`config.mk`:
```
export PLATFORM = sky130hd
export DESIGN_NAME = ah_gnt_burst_hold
export DESIGN_NICKNAME = d
export VERILOG_FILES = /design/src/rtl/ah_arb_pkg.sv /design/src/rtl/ah_onehot_idx.sv /design/src/rtl/ah_gnt_burst_hold.sv
export SDC_FILE = /design/constraint.sdc
export NUM_CORES = 1
export LEC_CHECK = 0
export ABC_AREA = 1
export CORE_UTILIZATION = 45
export CTS_BUF_LIST = sky130_fd_sc_hd__clkbuf_8
export DETAILED_ROUTE_END_ITERATION = 16
export PLACE_DENSITY = 0.86
export SYNTH_ARGS = -nofsm -noshare
export SYNTH_HDL_FRONTEND = slang
export SYNTH_SLANG_ARGS = --single-unit
```
`constraint.sdc`:
```
create_clock -name clk -period 1.92 [get_ports clk]
set_clock_uncertainty 0.05 [all_clocks]
set_input_delay 0.384 -clock clk [delete_from_list [all_inputs] [get_ports clk]]
set_output_delay 0.384 -clock clk [all_outputs]
set_load 0.05 [all_outputs]
```
`src/rtl/ah_arb_pkg.sv`:
```
// ah_arb_pkg: shared sizing and FSM state type for the grant burst-hold block
package ah_arb_pkg;
   localparam int N  = 4;
   localparam int LW = 4;
   localparam int IW = $clog2(N);
   typedef enum logic [1:0] {IDLE, BURST, RELEASE} state_t;
endpackage

```
`src/rtl/ah_onehot_idx.sv`:
```
// ah_onehot_idx: lowest-set index of a grant vector with multi-hot and zero flags
module ah_onehot_idx #(
   parameter int N  = 4,
   parameter int IW = $clog2(N)
) (
   input  logic [N-1:0]  vec,
   output logic [IW-1:0] idx,
   output logic          multi,
   output logic          zero
);
   // scan from the top so the lowest set bit is the last one written
   always_comb begin
      idx = '0;
      for (int i = N - 1; i >= 0; i--) idx = vec[i] ? IW'(i) : idx;
   end
   assign multi = |(vec & (vec - N'(1)));
   assign zero  = ~|vec;
endmodule

```
`src/rtl/ah_gnt_burst_hold.sv`:
```
// ah_gnt_burst_hold: holds an arbiter grant for a whole burst and reports LRU updates
module ah_gnt_burst_hold #(
   parameter int N   = ah_arb_pkg::N,
   parameter int LW  = ah_arb_pkg::LW,
   parameter int TMO = 64
) (
   input  logic                      clk,
   input  logic                      rstn,
   input  logic [N-1:0]              req,
   input  logic [N-1:0]              gnt,
   input  logic [N*LW-1:0]           req_len,
   output logic [N-1:0]              gnt_busy,
   output logic                      dn_valid,
   input  logic                      dn_ready,
   output logic [ah_arb_pkg::IW-1:0] dn_id,
   output logic                      dn_last,
   output logic                      upd_valid,
   output logic [ah_arb_pkg::IW-1:0] upd_id,
   output logic                      upd_abort,
   output logic                      gnt_err
);
   import ah_arb_pkg::*;
   state_t        state, nxt;
   logic [IW-1:0] owner, cap_idx;
   logic [LW-1:0] len, beat;
   logic [7:0]    stall;
   logic          cap_multi, cap_zero, fin, drop, tmo_hit;
   ah_onehot_idx #(.N(N), .IW(IW)) u_idx (
      .vec   (gnt),
      .idx   (cap_idx),
      .multi (cap_multi),
      .zero  (cap_zero)
   );
   assign fin     = state == BURST && dn_ready && beat == len;
   assign drop    = state == BURST && !req[owner];
   assign tmo_hit = state == BURST && !dn_ready && stall + 8'd1 == 8'(TMO);
   // state register
   always_ff @(posedge clk or negedge rstn) begin
      if (!rstn) state <= IDLE;
      else       state <= nxt;
   end
   // next state: capture in IDLE, leave BURST on last beat, owner drop or stall timeout
   always_comb begin
      nxt = state == IDLE  ? (cap_zero ? IDLE : BURST) :
            state == BURST ? ((fin || drop || tmo_hit) ? RELEASE : BURST) : IDLE;
   end
   // owner capture, beat/stall counting and registered update fields
   always_ff @(posedge clk or negedge rstn) begin
      if (!rstn) begin
         owner     <= '0;
         len       <= '0;
         beat      <= '0;
         stall     <= '0;
         upd_id    <= '0;
         upd_abort <= 1'b0;
         gnt_err   <= 1'b0;
      end else begin
         gnt_err <= state == IDLE && cap_multi;
         if (state == IDLE && !cap_zero) begin
            owner <= cap_idx;
            len   <= req_len[int'(cap_idx)*LW +: LW];
            beat  <= '0;
            stall <= '0;
         end
         if (state == BURST) begin
            beat  <= dn_ready ? ((&beat) ? beat : beat + LW'(1)) : beat;
            stall <= dn_ready ? 8'd0 : stall + 8'd1;
            if (nxt == RELEASE) begin
               upd_id    <= owner;
               upd_abort <= !fin;
            end
         end
      end
   end
   // outputs decoded from registered state
   always_comb begin
      gnt_busy  = {N{state != IDLE}};
      dn_valid  = state == BURST;
      dn_id     = owner;
      dn_last   = state == BURST && beat == len;
      upd_valid = state == RELEASE;
   end
endmodule

```
==> impl_metrics.xml, run 1 <==
<?xml version="1.0" encoding="UTF-8"?>
<metrics>
  <group name="run_status">
    <metric name="run_status" unit="">complete, no violations</metric>
  </group>
  <group name="drt">
    <metric name="first_pass_iters" unit="">4</metric>
    <metric name="viasPerCell" unit="">4.83</metric>
    <metric name="drt_iter0_drc" unit="">68</metric>
    <metric name="average_detailed_routed_wire_length_per_instance" unit="um">11.5</metric>
    <metric name="routed_wirelength" unit="mm">3.36</metric>
    <metric name="drc" unit="">0</metric>
    <metric name="route.vias.total" unit="">1416</metric>
    <metric name="ant_nets" unit="">0</metric>
  </group>
  <group name="pwr">
    <metric name="cellInternalPower" unit="mW">1.43</metric>
    <metric name="power.leakage" unit="nW">1.00</metric>
    <metric name="worst_ir_drop_vdd" unit="uV">1340</metric>
    <metric name="seq_power_share" unit="%">29.4</metric>
    <metric name="share_comb_of_total_power" unit="%">60.3</metric>
    <metric name="p_clk_share" unit="%">10.2</metric>
    <metric name="p_total" unit="mW">2.83</metric>
    <metric name="power_density" unit="mW/mm2">1400</metric>
    <metric name="netSwitchingFraction" unit="%">49.7</metric>
    <metric name="power_switching" unit="mW">1.41</metric>
  </group>
  <group name="hold_path">
    <metric name="min_path_type" unit="">in -&gt; async</metric>
  </group>
  <group name="setup_path">
    <metric name="critical_path_required" unit="ps">1490</metric>
    <metric name="timing.reg2reg.worst_path_depth" unit="">9</metric>
    <metric name="startpoint_type" unit="">register</metric>
    <metric name="worst_setup_path_end_kind" unit="">output port</metric>
    <metric name="crit_path_max_fanout" unit="">4</metric>
    <metric name="worstPathArrival" unit="ps">1430</metric>
    <metric name="crit_type" unit="">reg -&gt; out</metric>
  </group>
  <group name="placement">
    <metric name="gpl.final_weighted_congestion" unit="">0.836</metric>
    <metric name="hpwl" unit="mm">2.61</metric>
    <metric name="placement.io_buffers" unit="">39</metric>
    <metric name="placed_cells" unit="">288</metric>
    <metric name="placement.setup.worst_slack" unit="ps">85.9</metric>
  </group>
  <group name="cts">
    <metric name="cts_root_buffer" unit="">sky130_fd_sc_hd__clkbuf_8</metric>
    <metric name="insertion_delay_to_the_later_sink_of_the_worst_skew_pair" unit="ps">260</metric>
    <metric name="cts.path.max_buffers" unit="">2</metric>
    <metric name="tritoncts_num_sinks" unit="">24</metric>
    <metric name="cts_buffers" unit="">3</metric>
    <metric name="cts.hold.buffers_added" unit="">0</metric>
    <metric name="cts_tree" unit="">yes</metric>
    <metric name="cts.htree.levels" unit="">1</metric>
    <metric name="worst_setup_hold_path_clk_slew" unit="ps">80</metric>
  </group>
  <group name="sta">
    <metric name="finalHoldViolCount" unit="">0</metric>
    <metric name="finalWorstPathRequiredPeriod" unit="ps">1870</metric>
    <metric name="clock.fmax" unit="MHz">536</metric>
    <metric name="setup_slack" unit="ps">54.5</metric>
    <metric name="max_slew_margin" unit="%">67.4</metric>
    <metric name="setup_repair_after_global_routing_missed_its_margin" unit="">true</metric>
    <metric name="report.final.setup_viol" unit="">0</metric>
    <metric name="slew_at_the_pin_closest_to_its_max_slew_limit" unit="ps">487</metric>
    <metric name="final.setup.tns" unit="ps">0</metric>
    <metric name="final.period_utilization" unit="%">97.2</metric>
    <metric name="max_transition_viols_final" unit="">0</metric>
  </group>
  <group name="die">
    <metric name="die_area" unit="mm2">0.00357</metric>
    <metric name="die_x" unit="um">59.7</metric>
    <metric name="die_h" unit="um">59.7</metric>
    <metric name="placementRows" unit="">20</metric>
    <metric name="coreArea" unit="mm2">0.00310</metric>
    <metric name="ios" unit="">40</metric>
    <metric name="initial_core_util" unit="%">48.3</metric>
  </group>
  <group name="logic_synthesis">
    <metric name="synth_top_area_share" unit="%">40.0</metric>
    <metric name="synth.largest_area_cell" unit="">sky130_fd_sc_hd__dfrtp_1</metric>
    <metric name="postSynthRegisterBits" unit="">24</metric>
    <metric name="synth_area_per_cell" unit="um2">7.32</metric>
    <metric name="largest_cells_by_area_after_synthesis" unit="">sky130_fd_sc_hd__dfrtp_1 40%, sky130_fd_sc_hd__nand2_1 15%, sky130_fd_sc_hd__inv_1 7.0%</metric>
    <metric name="yosys_warnings" unit="">0</metric>
    <metric name="synth_cell_type_count" unit="">30</metric>
    <metric name="synth_fp_nets" unit="">235</metric>
    <metric name="synth_cells" unit="">205</metric>
    <metric name="syn-cell-area" unit="mm2">0.00150</metric>
    <metric name="synth_sequential_area_ratio" unit="%">40.0</metric>
  </group>
  <group name="final_layout">
    <metric name="diodes_inserted" unit="">0</metric>
    <metric name="final_core_utilization" unit="%">65.0</metric>
    <metric name="share_of_layout_cells_above_drive_strength_1" unit="%">15.3</metric>
    <metric name="fillers" unit="">266</metric>
    <metric name="total_nets_final" unit="">281</metric>
    <metric name="layoutNonFillerInstCount" unit="">293</metric>
    <metric name="area_growth_syn_to_layout" unit="%">34.5</metric>
  </group>
  <group name="flow_run">
    <metric name="max_cap_viol_count" unit="">0</metric>
  </group>
  <group name="global_route">
    <metric name="first_global_vias" unit="">1304</metric>
    <metric name="grt_use_total" unit="%">20.7</metric>
    <metric name="grt_max_degree" unit="">25</metric>
    <metric name="grt.overflow.total" unit="">0</metric>
    <metric name="grt_antenna_before_repair" unit="">0</metric>
    <metric name="grt_pass1_wl" unit="mm">5.52</metric>
  </group>
</metrics>
logic make-up after synthesis:
group | after synthesis | share of synthesized area [%]
AND/OR/NAND/NOR | 102 | 30.2
AO/OA/AOI/OAI | 36 | 14.8
buffers and inverters | 35 | 9.59
flip-flops | 24 | 40.0
XOR/XNOR | 5 | 2.92
adder cells (fa/ha/maj) | 3 | 2.50
stage by stage:
step	hold slack [ps]	area (um2)
after detailed placement	435	1960
after floorplan	38.4	1500
after global routing	446	2020
after global placement	432	1960
after CTS	440	2000
final	427	2020
per-layer routing:
metal,vias to the layer above,GRT usage (%),wire length (um)
met5,-,0,0
met4,0,6.98,38
met3,4,4.33,159
met2,37,36.7,1710
met1,634,24.8,1450
li1,741,-,-
flip-flops by register name, indices dropped and copies added (netlist names):
register and count:
stall 8, beat 4, len 4, dn_id 2, state 2, upd_id 2
gnt_err 1, upd_abort 1
cells in the final DEF (no fill, tap or decap), drive strengths merged, types with 2 or more instances in the layout:
cell type and count:
buf 18, a21oi 5, xor2 4, ha 3, o21bai 2, o22ai 4
o21ai 19, nand4 2, nand2 63, nand3 13, o31ai 2, dfrtp 24
clkbuf 3, nor2 23, inv 31, clkdlybuf4s50 27
worst paths after layout:
| kind | from | slack [ps] | end |
|---|---|---|---|
| worst max register to register | stall[0]$_DFFE_PN0P_ | 270 | upd_id[1]$_DFFE_PN0P_ |
| worst max-delay path | beat[2]$_DFFE_PN0P_ | 50 | dn_last |
| max in group asynchronous | rstn | 1140 | beat[2]$_DFFE_PN0P_ |
| worst min register to register | len[3]$_DFFE_PN0P_ | 450 | len[3]$_DFFE_PN0P_ |
| min in group clk | len[3]$_DFFE_PN0P_ | 450 | len[3]$_DFFE_PN0P_ |
| worst min-delay path | rstn | 430 | stall[4]$_DFFE_PN0P_ |
repair_timing:
action / CTS / global route
gates resized for setup: 0 / 3
hold endpoints to repair: 0 / 0
buffers inserted: 0 / 2
setup endpoints to repair: 0 / 1
critical path, stage by stage (launching register included):
cell	delay, ps
sky130_fd_sc_hd__dfrtp_2	450
sky130_fd_sc_hd__xor2_1	180
sky130_fd_sc_hd__nor2_1	160
sky130_fd_sc_hd__nand2_1	90
sky130_fd_sc_hd__nor2_2	140
sky130_fd_sc_hd__buf_12	150
power by group through the flow:
stage	combinational (mW)	clock, mW	sequential [mW]
3_5_place_dp	1.63	0	0.838
2_1_floorplan	0.973	0	0.986
4_1_cts	1.64	0.292	0.833
5_1_grt	1.84	0.321	0.859
6_report	1.71	0.290	0.833
3_3_place_gp	1.59	0	0.833
cell type report:
class                   count  area, um2  area share (%)
clock buffers               3       41.3            2.05
inverters                  31        116            5.77
multi-input cells         146        761            37.7
flip-flops and latches     24        602            29.8
well taps                  44       55.1            2.73
repair buffers             45        443            21.9
synthesized netlist by cell type (all sizes together):
cell / n
a21oi: 5
a22o: 1
a22oi: 1
buf: 3
clkbuf: 1
dfrtp: 24
ha: 3
inv: 31
nand2: 63
nand3: 13
nand4: 2
nor2: 23
nor3: 1
o211ai: 1
o21a: 1
o21ai: 19
o21bai: 2
o22ai: 4
o31ai: 2
xnor2: 1
xor2: 4
No activity file was read; power rests on OpenSTA's default activity.
==> run 2: changes to the inputs <==
--- a/config.mk
+++ b/config.mk
@@ -13,3 +13,4 @@
 export SYNTH_ARGS = -nofsm -noshare
 export SYNTH_HDL_FRONTEND = slang
 export SYNTH_SLANG_ARGS = --single-unit
+export TNS_END_PERCENT = 30
==> results of run 2 <==
The final DEF is identical to that of run 1; final timing and power are the same.
